<file path="config.mk">
export PLATFORM = sky130hd
export DESIGN_NAME = temporal_mac_ctrl_flat
export DESIGN_NICKNAME = d
export VERILOG_FILES = /design/src/rtl/temporal_mac_ctrl_if.sv /design/src/rtl/temporal_mac_ctrl.sv /design/src/flat_wrapper.sv
export SDC_FILE = /design/constraint.sdc
export NUM_CORES = 1
export LEC_CHECK = 0
export ABC_AREA = 0
export CORE_MARGIN = 2
export CORE_UTILIZATION = 43
export CTS_CLUSTER_SIZE = 40
export DETAILED_ROUTE_END_ITERATION = 10
export HOLD_SLACK_MARGIN = 0.1
export PLACE_DENSITY_LB_ADDON = 0.15
export SYNTH_ARGS = -nofsm -noshare
export SYNTH_HDL_FRONTEND = slang
export SYNTH_SLANG_ARGS = --single-unit
</file>
<file path="constraint.sdc">
create_clock -name clk -period 2.1 [get_ports clk]
set_input_delay 0.21 -clock clk [delete_from_list [all_inputs] [get_ports clk]]
set_output_delay 0.21 -clock clk [all_outputs]
set_load 0.005 [all_outputs]
</file>
<file path="src/rtl/temporal_mac_ctrl_if.sv">
// Bundle of job, ifm handshake and PE-row strobe signals for temporal_mac_ctrl.
// master = job/ifm source, slave = the controller.
interface temporal_mac_ctrl_if #(
    parameter int CWIDTH = 16
);
    // Job request: start is sampled only while the controller is idle.
    logic              start;
    logic [CWIDTH-1:0] num_ifm;

    // ifm handshake: a vector transfers in a cycle where ifm_valid && ifm_ready;
    // ifm_valid may be raised at any time, ifm_ready is asserted only while the
    // controller waits for the next vector and never depends on anything but
    // ifm_valid and controller state.
    logic              ifm_valid;
    logic              ifm_ready;

    // Job status.
    logic              busy;
    logic              done;
    logic [CWIDTH-1:0] ifm_left;

    // PE-row control strobes.
    logic              en_i;
    logic              clr_i;
    logic              en_w;
    logic              clr_w;
    logic              en_o;
    logic              clr_o;
    logic              mac_done;

    modport master (
        output start, num_ifm, ifm_valid,
        input  ifm_ready, busy, done, ifm_left,
        input  en_i, clr_i, en_w, clr_w, en_o, clr_o, mac_done
    );

    modport slave (
        input  start, num_ifm, ifm_valid,
        output ifm_ready, busy, done, ifm_left,
        output en_i, clr_i, en_w, clr_w, en_o, clr_o, mac_done
    );
endinterface

</file>
<file path="src/rtl/temporal_mac_ctrl.sv">
// Sequencer for a temporal (unary) MAC PE row: loads weights once per job, then
// streams num_ifm ifm vectors, each held for a RUN_LEN-cycle accumulation window.
module temporal_mac_ctrl #(
    parameter int IWIDTH = 8,
    parameter int CWIDTH = 16
) (
    input  logic                clk,
    input  logic                rst_n,
    temporal_mac_ctrl_if.slave  bus,
    output logic [2:0]          dbg_state
);

    localparam int               RUN_LEN  = 1 << (IWIDTH - 1);
    localparam logic [IWIDTH-1:0] RUN_LAST = IWIDTH'(RUN_LEN - 1);

    typedef enum logic [2:0] {
        IDLE   = 3'd0,
        CLR    = 3'd1,
        LOADW  = 3'd2,
        WAIT_I = 3'd3,
        RUN    = 3'd4,
        CLRO   = 3'd5,
        FIN    = 3'd6
    } state_t;

    state_t            state;
    state_t            state_nxt;
    logic [IWIDTH-1:0] cnt;
    logic [CWIDTH-1:0] ifm_left;
    logic              run_last;

    logic              busy;
    logic              done;
    logic              ifm_ready;
    logic              en_i;
    logic              clr_i;
    logic              en_w;
    logic              clr_w;
    logic              en_o;
    logic              clr_o;
    logic              mac_done;

    assign run_last = (cnt == RUN_LAST);

    always_ff @(posedge clk or negedge rst_n) begin
        if (!rst_n) begin
            state <= IDLE;
        end else begin
            state <= state_nxt;
        end
    end

    // Cycle counter restarts on every ifm accept so each window is exactly RUN_LEN.
    always_ff @(posedge clk or negedge rst_n) begin
        if (!rst_n) begin
            cnt <= '0;
        end else if (state == WAIT_I && bus.ifm_valid) begin
            cnt <= '0;
        end else if (state == RUN) begin
            cnt <= cnt + IWIDTH'(1);
        end
    end

    // num_ifm is captured only at job acceptance; later changes cannot leak in.
    always_ff @(posedge clk or negedge rst_n) begin
        if (!rst_n) begin
            ifm_left <= '0;
        end else if (state == IDLE && bus.start) begin
            ifm_left <= bus.num_ifm;
        end else if (state == RUN && run_last && ifm_left != '0) begin
            ifm_left <= ifm_left - CWIDTH'(1);
        end
    end

    always_comb begin
        state_nxt = state;
        busy      = (state != IDLE);
        done      = 1'b0;
        ifm_ready = 1'b0;
        en_i      = 1'b0;
        clr_i     = 1'b0;
        en_w      = 1'b0;
        clr_w     = 1'b0;
        en_o      = 1'b0;
        clr_o     = 1'b0;
        mac_done  = 1'b0;

        case (state)
            IDLE: begin
                if (bus.start) begin
                    state_nxt = (bus.num_ifm != '0) ? CLR : FIN;
                end
            end
            CLR: begin
                clr_i     = 1'b1;
                clr_w     = 1'b1;
                clr_o     = 1'b1;
                state_nxt = LOADW;
            end
            LOADW: begin
                en_w      = 1'b1;
                state_nxt = WAIT_I;
            end
            WAIT_I: begin
                en_i      = bus.ifm_valid;
                ifm_ready = bus.ifm_valid;
                if (bus.ifm_valid) begin
                    state_nxt = RUN;
                end
            end
            RUN: begin
                en_o = 1'b1;
                if (run_last) begin
                    mac_done  = 1'b1;
                    state_nxt = CLRO;
                end
            end
            CLRO: begin
                // ifm_left was already decremented on the RUN exit edge.
                clr_i     = 1'b1;
                clr_o     = 1'b1;
                state_nxt = (ifm_left != '0) ? WAIT_I : FIN;
            end
            FIN: begin
                done      = 1'b1;
                state_nxt = IDLE;
            end
            default: begin
                state_nxt = IDLE;
            end
        endcase
    end

    assign bus.busy      = busy;
    assign bus.done      = done;
    assign bus.ifm_ready = ifm_ready;
    assign bus.ifm_left  = ifm_left;
    assign bus.en_i      = en_i;
    assign bus.clr_i     = clr_i;
    assign bus.en_w      = en_w;
    assign bus.clr_w     = clr_w;
    assign bus.en_o      = en_o;
    assign bus.clr_o     = clr_o;
    assign bus.mac_done  = mac_done;
    assign dbg_state     = state;

    a_mac_done_in_run: assert property (@(posedge clk) disable iff (!rst_n)
        mac_done |-> en_o);
    a_ready_only_waiting: assert property (@(posedge clk) disable iff (!rst_n)
        ifm_ready |-> (state == WAIT_I));
    a_run_holds: assert property (@(posedge clk) disable iff (!rst_n)
        (state == RUN && !run_last) |=> (state == RUN));

endmodule
</file>
<file path="src/flat_wrapper.sv">
// flat-port wrapper written by rule: the top's interface ports become plain ports
module temporal_mac_ctrl_flat 
#(
    parameter int IWIDTH = 8,
    parameter int CWIDTH = 16
)
  (clk, rst_n, dbg_state, bus_start, bus_num_ifm, bus_ifm_valid, bus_ifm_ready, bus_busy, bus_done, bus_ifm_left, bus_en_i, bus_clr_i, bus_en_w, bus_clr_w, bus_en_o, bus_clr_o, bus_mac_done);
  temporal_mac_ctrl_if #(.CWIDTH(CWIDTH)) bus_i ();
  input  logic clk;
  input  logic rst_n;
  output logic [2:0] dbg_state;
  input wire logic [$bits(bus_i.start)-1:0] bus_start;
  input wire logic [$bits(bus_i.num_ifm)-1:0] bus_num_ifm;
  input wire logic [$bits(bus_i.ifm_valid)-1:0] bus_ifm_valid;
  output wire logic [$bits(bus_i.ifm_ready)-1:0] bus_ifm_ready;
  output wire logic [$bits(bus_i.busy)-1:0] bus_busy;
  output wire logic [$bits(bus_i.done)-1:0] bus_done;
  output wire logic [$bits(bus_i.ifm_left)-1:0] bus_ifm_left;
  output wire logic [$bits(bus_i.en_i)-1:0] bus_en_i;
  output wire logic [$bits(bus_i.clr_i)-1:0] bus_clr_i;
  output wire logic [$bits(bus_i.en_w)-1:0] bus_en_w;
  output wire logic [$bits(bus_i.clr_w)-1:0] bus_clr_w;
  output wire logic [$bits(bus_i.en_o)-1:0] bus_en_o;
  output wire logic [$bits(bus_i.clr_o)-1:0] bus_clr_o;
  output wire logic [$bits(bus_i.mac_done)-1:0] bus_mac_done;
  assign bus_i.start = bus_start;
  assign bus_i.num_ifm = bus_num_ifm;
  assign bus_i.ifm_valid = bus_ifm_valid;
  assign bus_ifm_ready = bus_i.ifm_ready;
  assign bus_busy = bus_i.busy;
  assign bus_done = bus_i.done;
  assign bus_ifm_left = bus_i.ifm_left;
  assign bus_en_i = bus_i.en_i;
  assign bus_clr_i = bus_i.clr_i;
  assign bus_en_w = bus_i.en_w;
  assign bus_clr_w = bus_i.clr_w;
  assign bus_en_o = bus_i.en_o;
  assign bus_clr_o = bus_i.clr_o;
  assign bus_mac_done = bus_i.mac_done;
  temporal_mac_ctrl #(.IWIDTH(IWIDTH), .CWIDTH(CWIDTH)) u_core (.clk(clk), .rst_n(rst_n), .bus(bus_i), .dbg_state(dbg_state));
endmodule
</file>
# Word level (Yosys, flattened, before mapping)
# Cells that the tools add are included.
[totals]
ff_bits = 27
inputBits = 20
output_inout_bits = 29
word_cells = 45
[op_classes]
addsub = 2
n_eq_ne = 10
mux = 18
reduce_logical = 12
[op_table]
columns = ["cell", "n"]
rows = [
  ["$mux 16", 2],
  ["$reduce_bool 16->1", 2],
  ["$pmux 3 s6", 1],
  ["$mux 8", 2],
  ["$sub 16x1->16 const B", 1],
  ["$mux 3", 5],
  ["$eq 3x3->1 const B", 3],
  ["$add 8x1->8 const B", 1],
  ["$eq 8x7->1 const B", 1],
  ["$mux 1", 8],
  ["$eq 3x2->1 const B", 2],
  ["$logic_and 1x1->1", 4],
  ["$ne 2x2->1 const B", 2],
  ["$reduce_bool 2->1", 2],
  ["$eq 3x1->1 const B", 1],
  ["$logic_not 3->1", 1],
  ["$reduce_and 3->1", 1],
  ["$reduce_bool 3->1", 1],
  ["$ne 2x1->1 const B", 1],
  ["$reduce_or 2->1", 1],
]

# Depth between registers and ports, before layout
# Gate-level depths: netlist (run 1).
[logic_depth]
depth_word = 5
depth_mapped = 8
depth_no_buf = 7

# Least setup slack after synthesis (run 1)
# Ideal clock, no wire load.
[synth_path]
kind = "reg-to-reg"
from = "register u_core.ifm_left[0], in the netlist u_core.bus.ifm_left[0]"
to = "register u_core.ifm_left[10], in the netlist u_core.bus.ifm_left[10]"
setup_time_ps = 118
t_arrival_ps = 2082
t_required_ps = 1982
setup_slack_ps = -100
path_stages_with_launch = 8
path_buffers = 0
period_less_slack_ps = 2200
path_cell_list = "dfrtp_1 inv_1 ha_1 or3b_1 nor4_1 nand3b_1 a21o_1 a21o_1"
[synth_via]
elab_chain_cells = 3
elab_cells_between_ends = 6
cone_classes = "add/sub: 1; mux: 2; reduce/logical: 3"
[synth_rtl]
columns = ["element", "line_no", "rtl"]
rows = [
  ["start, declared", "temporal_mac_ctrl.sv:29", "logic [CWIDTH-1:0] ifm_left;"],
  ["start signal, assigned", "temporal_mac_ctrl.sv:69", "ifm_left <= bus.num_ifm;"],
  ["start signal, assigned", "temporal_mac_ctrl.sv:71", "ifm_left <= ifm_left - CWIDTH'(1);"],
  ["$sub 16x1->16 / $reduce_bool 16->1 (equally long branches)", "temporal_mac_ctrl.sv:71, temporal_mac_ctrl.sv:70", ""],
  ["$mux 16 / $logic_and 1x1->1 (equally long branches)", "temporal_mac_ctrl.sv:70", "end else if (state == RUN && run_last && ifm_left != '0) begin"],
  ["$mux 16 / $reduce_bool 2->1 (equally long branches)", "-", ""],
]
# Several ways; a longest one is shown, not always the timed one. The select of a mux whose other input is x is not followed.
# A chain may end at the register's enable or synchronous reset.

# Worst setup path after layout (run 1)
[layout_path]
from = "register u_core.state[1], in the netlist u_core.dbg_state[1]"
to = "register u_core.ifm_left[10], in the netlist u_core.bus.ifm_left[10]"
[layout_via]
elab_chain_cells = 4
elab_cells_between_ends = 7
cone_classes = "eq/ne: 1; mux: 1; reduce/logical: 5"
[layout_rtl]
columns = ["element", "line_no", "rtl"]
rows = [
  ["start, declared", "temporal_mac_ctrl.sv:26", "state_t state;"],
  ["start signal, assigned", "temporal_mac_ctrl.sv:49", "state <= state_nxt;"],
  ["$eq 3x3->1", "temporal_mac_ctrl.sv:70", ""],
  ["$logic_and 1x1->1 (2 in a row)", "temporal_mac_ctrl.sv:70", ""],
  ["$reduce_bool 2->1 (no line)", "-", ""],
]
# Several ways; a longest one is shown, not always the timed one.

==> results list, run 1 <==
- Global routing finished with a remaining overflow of 0.
- Bufs on Longest Clock Path: 2
- The tightest min-delay check is of the input port to asynchronous set/reset pin type.
* Min setup slack post-route: -0.00294 ns
- In this run the cell area measured after placement is between 2000 and 2500 um^2.
* Number of sinks driven by the clock tree: 27
- Number of primary I/O pins: 49
- The number of clock buffers added by TritonCTS is 3.
- The pre-antenna-repair detailed-routing pass consisted of 4 iterations.
- Data on the critical path is required at its endpoint by 2.27 ns.
- Die outline width: 66.8 um
* Average cell area after synthesis: ~8.6 um^2
* Die extent in y: about 67 um
* Number of flops mapped to enable cells by yosys: 0
* CTS tree: yes
* Half-perimeter wire length after placement: about 3.5 mm
- Once layout is done, the placed cells without fillers occupy ~2600 um^2.
* Post-synthesis instance total: between 150 and 200
- The routed layout has about 1800 vias.
* Number of flip-flops and latches in the synthesized netlist: 27
- Total met3 wirelength after detailed routing: between 200 and 300 um
- Max_slew headroom: just under 70%
* Most area-hungry cell type in the Yosys netlist: dfrtp_1
- For this configuration, the core starts out at a cell density of 45.6%.
* Standard cell core area: between 3000 and 4000 um^2
* Total detailed-routing wirelength: between 4 and 5 mm
* Die ar.: 4460 um^2
* Syn_nets: between 200 and 250
* Final slew viol count: 0
* Count of distinct cell types in the synthesized netlist: 54
* Leakage power figure: approximately 1.1 nW
- Met1 routed wirelength after detailed routing: approximately 2.1 mm
- Number of placement rows: 22
- In the routed design, unresolved DRC markers number 0.
* Hold-fix buffer count after cts: 0
- The highest layer touched by signal routing is met4.
* Kind of start point of the critical path: register
- Reg-to-Reg End: u_core.bus.ifm_left[10]$_DFFE_PN0P_
- Clock insertion delay at the later pin of the skew report: around 0.28 ns
- Global routing used ~22% of the available tracks.
* Violations in the final reports: negative setup slack
* Data arrival time of the worst path: 2.28 ns
* Share of synthesized registers carrying an async set or reset: 100%
- The worst register-to-register path begins at u_core.dbg_state[1]$_DFFE_PN0P_.
* Filler instances: 318
- Summing every instance area after synthesis gives between 1500 and 2000 um^2.
* Number of global-route vias before repair: approximately 1600
* # placed instances: 312
- On the final layout, the worst clock skew is between 0.003 and 0.004 ns.
- Post-layout instance count excluding filler cells: between 300 and 400
- Slew @ Worst Pin: between 0.4 and 0.5 ns
- From synthesis to final layout, the design area changed by 51.1%.
- Clock-pin transition on the worst setup and hold timing paths: 0.09 ns
* Maximum achievable frequency: ~480 MHz
- Final weighted congestion in routability-driven placement: between 0.9 and 1
- Cell Pwr Density: 1090 nW/um^2
- Status: complete, but fails checks
- The tree is rooted in a clkbuf_8.
- Number of warnings printed during yosys synthesis: 0
- Hold WS: between 0.3 and 0.4 ns
- Final number of hold-violating endpoints: 0
* Max cap viols: 0
* Setup Viol. Count Final: 1
- Routed met2 length: 2.34 mm
* Most instantiated flip-flop cell in the synthesis netlist: dfrtp_1
- Post-detailed-route wirelength per cell: ~15 um
* Worst reg2reg setup slack: -0.003 ns
* H-tree depth: 1
- Number of antenna violations at the first check in global routing: 0
- Quantity of I/O buffers inserted on ports: 48
* Initial drt markers: ~120
- The design draws 2.78 mW.
- The first global-routing pass estimated roughly 7.4 mm of wire.
- Dividing the detail-routed via count by the number of cells gives roughly 5.7.
* Number of cells traversed by the worst register-to-register path: 8
* Post-layout min period: 2.10 ns
- Entering global routing, the biggest net connects 28 pins.
* Share of the yosys chip area belonging to registers: approximately 40%
* Main area contributors after synthesis: dfrtp_1, nand2_1, nor2_1, a21oi_1, o21ai_1
- IR analysis of the VDD net gives a maximum drop of 0.740 mV.
- Fraction of final layout cells with drive strength greater than 1: about a fifth
* Ratio of final minimum period to clock period: 100%
* Critical setup path kind: register to register
* Number of nets in the layout: 300
- The count of nets left with antenna violations once routing finished came out at 0.
- Setup repair after global routing could not meet its margin everywhere.
- The synthesized design devotes to its leading area cell type around 40% of total area.
* Sort of element at the end of the critical path: register
* CP max FO: 7
- The number of antenna diodes in the final layout is 0.
[Yosys cell counts (all sizes together), types with 2 or more instances]
cell    instances
and4            2
buf             4
nand3b          2
nand2b          2
xor2            4
nand2          18
o211ai          2
clkbuf          5
or3             3
ha              3
a21o            3
a32oi           4
nand3           5
nand4           6
xnor2           2
or3b            2
nor3           10
nor2           18
or4             3
a21oi          12
o21ai          19
nor4            8
o21a            2
dfrtp          27
inv            13
[power breakdown]
group | total (mW) | switching (mW) | leakage (nW) | internal, mW
clock network | 0.300 | 0.167 | 0.0255 | 0.133
logic | 1.54 | 0.649 | 0.708 | 0.893
registers | 0.940 | 0.229 | 0.337 | 0.710
[logic make-up after synthesis]
kind of cell               after synthesis  share of synthesized area [%]
AOI/OAI and AO/OA                       54                           20.6
adders and majority gates                3                           2.21
DFF                                     27                           39.9
xor gates and xnor gates                 6                           3.10
buffers and inverters                   23                           6.49
and+or+nand+nor                         85                           27.7
[final cells by class]
cell class	instances	area, um^2	share of cell area (%)
multi-input combinational	148	967	37.8
tap	48	60.1	2.34
clock buffer	3	41.3	1.61
clock inverter	1	5.00	0.195
inverter	14	57.6	2.25
sequential	27	676	26.4
timing repair buffer	83	754	29.5
[routing by layer]
layer,vias to the layer above,global-route usage [%]
li1,882,-
met3,9,2.70
met5,-,0
met1,870,28.0
met4,0,7.91
met2,70,37.3
[worst max-delay path, cell delays in order (launching register included)]
cell	delay, ns
dfrtp_1	0.38
or3b_4	0.39
or4_4	0.51
clkinv_4	0.07
buf_6	0.10
a21oi_1	0.05
buf_4	0.16
a21o_1	0.15
a21o_1	0.17
[through the flow]
stage          setup TNS (ns)  utilization (%)  worst slack, ns
3_3_place_gp         -0.00305             64.4         -0.00305
6_report             -0.00294             68.9         -0.00294
3_5_place_dp          -0.0386             64.4          -0.0209
4_1_cts              -0.00651             66.5         -0.00651
2_1_floorplan               0                -        0.0000264
5_1_grt                -0.284             68.9          -0.0677
[flip-flops by register name, summed over array words and instances, names as in the netlist]
register / cells
u_core.bus.ifm_left: 16
u_core.cnt: 8
u_core.dbg_state: 3
[worst max path at each step]
stage                                               start                             endpoint  slack [ns]  cells after the start
after global routing      u_core.dbg_state[1]$_DFFE_PN0P_  u_core.bus.ifm_left[10]$_DFFE_PN0P_       -0.07                      8
after detailed placement  u_core.dbg_state[1]$_DFFE_PN0P_                         bus_mac_done       -0.02                      4
after CTS                 u_core.dbg_state[1]$_DFFE_PN0P_  u_core.bus.ifm_left[10]$_DFFE_PN0P_      -0.007                      8
after floorplan           u_core.dbg_state[1]$_DFFE_PN0P_  u_core.bus.ifm_left[13]$_DFFE_PN0P_     0.00003                      6
final                     u_core.dbg_state[1]$_DFFE_PN0P_  u_core.bus.ifm_left[10]$_DFFE_PN0P_      -0.003                      8
after global placement    u_core.dbg_state[1]$_DFFE_PN0P_                         bus_mac_done      -0.003                      4
[cell usage in the layout, fill, tap and decap left out, drive strengths merged, types with 3 or more instances in the layout]
cell and instances:
inv 13, or3 3, nor4 8, ha 3
clkdlybuf4s50 47, o21ai 19, xor2 4, nand4 6
nor2 18, nand2 18, or4 3, nor3 10
a21oi 12, nand3 5, buf 35, dfrtp 27
a21o 3, a32oi 4, clkbuf 3
[what timing repair did]
item / 4_1_cts / 5_1_grt
setup endpoints to repair: 2 / 16
cloned: 0 / 1
pin swaps: 3 / 5
buffers inserted: 4 / 3
gates resized for setup: 2 / 13
Note: power is estimated with default switching activity, not from simulation.
==> inputs of run 2 (changes only) <==
- ABC_AREA: 0 -> 1
- CORE_UTILIZATION: 43 -> 45
==> run 2 against run 1 <==
Against the previous run:
- the flow now finishes without violations
- first-iteration DRC count shrank 3.2%
- largest power group unchanged
- clock power grew 3%
- combinational power grew 36%
- hold slack lost 0.0021 ns
- critical path depth shrank 2
==> results list, run 2 <==
* Bufs on Longest Clock Path: 2
* Critical setup path kind: register to output pin
* Post-Synthesis Cell Area: between 2000 and 2500 um^2
- At the end of routability-driven placement, the weighted congestion stood at ~0.95.
- Post-route cell area: ~2700 um^2
- Most instantiated flip-flop cell in the synthesis netlist: dfrtp_1
- After clock tree synthesis, the flow added hold-fix buffers numbering 0.
* Standard cell core area: between 4000 and 5000 um^2
* Final antenna diode count: 0
- Post-synthesis to final-layout area growth: 27.9%
- Power comes to 3.46 mW.
- Sequential elements use about a third of the synthesized area.
- Slew @ Worst Pin: around 0.37 ns
* Max cap viols: 0
- In the layout the commonest cells are nand2_1, nor2_1, clkdlybuf4s50_1, inv_1, nand3_1.
* Worst Setup Slack post-DPL: between 0.3 and 0.4 ns
* Status: complete, no violations
* Number of primary I/O pins: 49
- Fraction of final layout cells with drive strength greater than 1: a little under an eighth
- Total cell area at the placement stage: 2600 um^2
* Number of flops mapped to enable cells by yosys: 0
- nand2_1 is the most common cell in the netlist.
- Post-detailed-route wirelength per cell: around 13 um
* Antenna viol nets, final: 0
- Ratio of final minimum period to clock period: approximately 95%
- The library cell used most frequently in the layout, excluding fill and tap cells, is nand2_1.
* Number of global-route vias before repair: around 2100
- Dividing the synthesized area by the synthesized cell count gives ~6.7 um^2.
- Flip-flop count of the largest register after layout: 16
* VDD IR-drop max: ~0.6 mV
- In this run the static leakage power is approximately 1.3 nW.
* Worst clock skew on the final layout: between 0.01 and 0.015 ns
- Remaining DRCs: 0
- Initial drt markers: 120
- Summed over all failing endpoints, the final setup total negative slack is 0 ns.
- Ranked by instance count, the synthesized netlist is headed by nand2_1, nor2_1, inv_1.
* Via total after detailed routing: around 2100
* Number of sinks driven by the clock tree: 27
- R2r startpoint: u_core.bus.ifm_left[0]$_DFFE_PN0P_
* Crit-path max cell delay: between 0.5 and 0.6 ns
- The number of pins with negative max-slew slack in the final report was 0.
- Post-layout min period: roughly 2 ns
- The Yosys step of the flow raised 0 warnings.
- More flip-flops sit in one register than any other, and that register is u_core.bus.ifm_left.
* Setup Viol. Count Final: 0
- dfrtp_1 takes more of the synthesized area than any other cell.
- After floorplanning, the core was divided into 24 placement rows.
* Sort of element at the end of the critical path: output pin
- Die ar.: a little over 5000 um^2
- Summed over all layers, the routed wires come to ~5.3 mm.
- Global-route wire length before repair: around 9 mm
* Maximum achievable frequency: between 500 and 600 MHz
- TritonCTS created 3 clock buffers.
- CTS placed an instance of clkbuf_8 at the clock tree root.
* Main area contributors after synthesis: dfrtp_1, nand2_1, nor2_1, nand3_1, inv_1
* Remaining Overflow, GRT: 0
- Setup slack on the critical path of the routed design comes to 0.102 ns.
- CP max FO: 3
- The worst pin sits at a relative slew slack of 75.6%.
- The first detailed-routing pass ran for 4 iterations.
- Hold crit path type: input port to asynchronous set/reset pin
* Syn_nets: roughly 330
* Clock-pin transition on the worst setup and hold timing paths: around 0.10 ns
* Post-layout instance count excluding filler cells: about 420
- Die outline width: roughly 70 um
- Number of flip-flops and latches in the synthesized netlist: 27
* Startpoint of the most critical setup path: u_core.cnt[1]$_DFFE_PN0P_
* Die extent in y: 72.0 um
* Quantity of I/O buffers inserted on ports: 48
* Number of nets in the layout: around 390
- The number of placed instances, taps included, is slightly above 400.
- Summed over its instances, the top area cell type makes up between 30% and 40% of the synthesized netlist area.
- The later pin in the worst-skew pair is clocked with a latency of between 0.2 and 0.3 ns.
- TritonCTS built the clock tree.
- In this run the number of H-tree levels came out at 1.
* Critical path buffer and inverter count: 1
- Cell Pwr Density: 1300 nW/um^2
* Kind of start point of the critical path: register
- Cell-by-cell trace of the critical path: ha_1, nand2_1, nor2_4, nand2_4, nor2_8, clkdlybuf4s50_1
- All-layer global routing usage: around 22%
- After detailed routing, the number of vias per cell comes to a little over 5.
- Counting flops with an async set or reset pin after synthesis yields a share of between 90% and 100%.
- The number of hold violations in the final report is 0.
- For the worst setup path, the data required time is roughly 1.9 ns.
- Post-synthesis instance total: approximately 310
- Slowest stage cell on the critical path: clkdlybuf4s50_1
* Number of antenna violations at the first check in global routing: 0
- Detailed placement ended at an HPWL of between 4 and 5 mm.
* Data arrival time of the worst path: roughly 1.8 ns
- Synthesis instantiated 29 different standard cells from the library.
- Largest delay contributor family on the critical path: buffers and inverters
* Setup repair after global routing missed its margin: no
- The initial utilization of the core area, before any placement, comes to between 40% and 50%.
- Entering global routing, the biggest net connects 28 pins.
-- run 2: cell types whose count changed in the layout (fill, tap and decap cells not counted), moves of 9 or more --
cell and delta:
nor2_1 +36, nand3_1 +28, nand2_1 +76, o21ai_1 -9, buf_4 -25, inv_1 +26
-- run 2: what timing repair did --
item	CTS	global route
setup endpoints to repair	0	1
setup buffers	0	2
hold endpoints to repair	0	0
resized for setup	0	2
-- run 2: worst register-to-register path, cell delays in order (launching register included) --
cell     delay (ns)
dfrtp_1        0.40
inv_1          0.16
ha_1           0.20
nand2_1        0.06
nor2_1         0.16
nand3_2        0.14
nand2_4        0.17
nand2_4        0.18
nor2_1         0.14
nor2_1         0.05
-- run 2: layer usage --
layer / GRT usage (%) / wire [um]
met1: 27.1 / 2330
met2: 39.3 / 2650
met3: 3.89 / 264
met4: 6.92 / 52
met5: 0 / 0
-- run 2: layout make-up --
type | instances | area [um^2]
flip-flops and latches | 27 | 678
inverters | 40 | 160
well taps | 52 | 65.1
clock buffers | 4 | 45.0
multi-input cells | 238 | 1180
repair buffers | 55 | 533
fillers | 434 | 1750
-- run 2: worst paths after layout --
| check | to | slack, ns | cells past startpoint |
|---|---|---|---|
| worst max-delay path | bus_mac_done | 0.10 | 6 |
| worst min-delay path | u_core.bus.ifm_left[4]$_DFFE_PN0P_ | 0.30 | 2 |
| worst max register to register | u_core.bus.ifm_left[9]$_DFFE_PN0P_ | 0.37 | 9 |
| worst min register to register | u_core.cnt[3]$_DFFE_PN0P_ | 0.53 | 1 |
| max in group asynchronous | u_core.dbg_state[1]$_DFFE_PN0P_ | 1.50 | 2 |
| min in group clk | u_core.bus.ifm_left[12]$_DFFE_PN0P_ | 0.51 | 3 |
-- run 2: cells by family (layout without fill, tap and decap cells) --
group | count (synthesis) | after routing | share of synthesized area (%)
adders and majority gates | 3 | 3 | 1.80
DFF | 27 | 27 | 32.5
xor gates and xnor gates | 2 | 2 | 0.841
buffers and inverters | 46 | 99 | 10.8
AOI/OAI and AO/OA | 27 | 27 | 8.53
and+or+nand+nor | 206 | 206 | 45.6
-- run 2: power by group --
part / switching, mW / leakage (nW) / internal, mW / total, mW
combinational: 1.13 / 0.953 / 0.956 / 2.09
clock: 0.174 / 0.0228 / 0.137 / 0.310
sequential: 0.299 / 0.334 / 0.758 / 1.06
-- run 2: through the flow --
stage,hold slack [ns],utilization [%]
4_1_cts,0.316,59.9
6_report,0.302,60.3
3_3_place_gp,0.499,58.9
2_1_floorplan,-0.0856,-
3_5_place_dp,0.509,58.9
5_1_grt,0.337,60.3
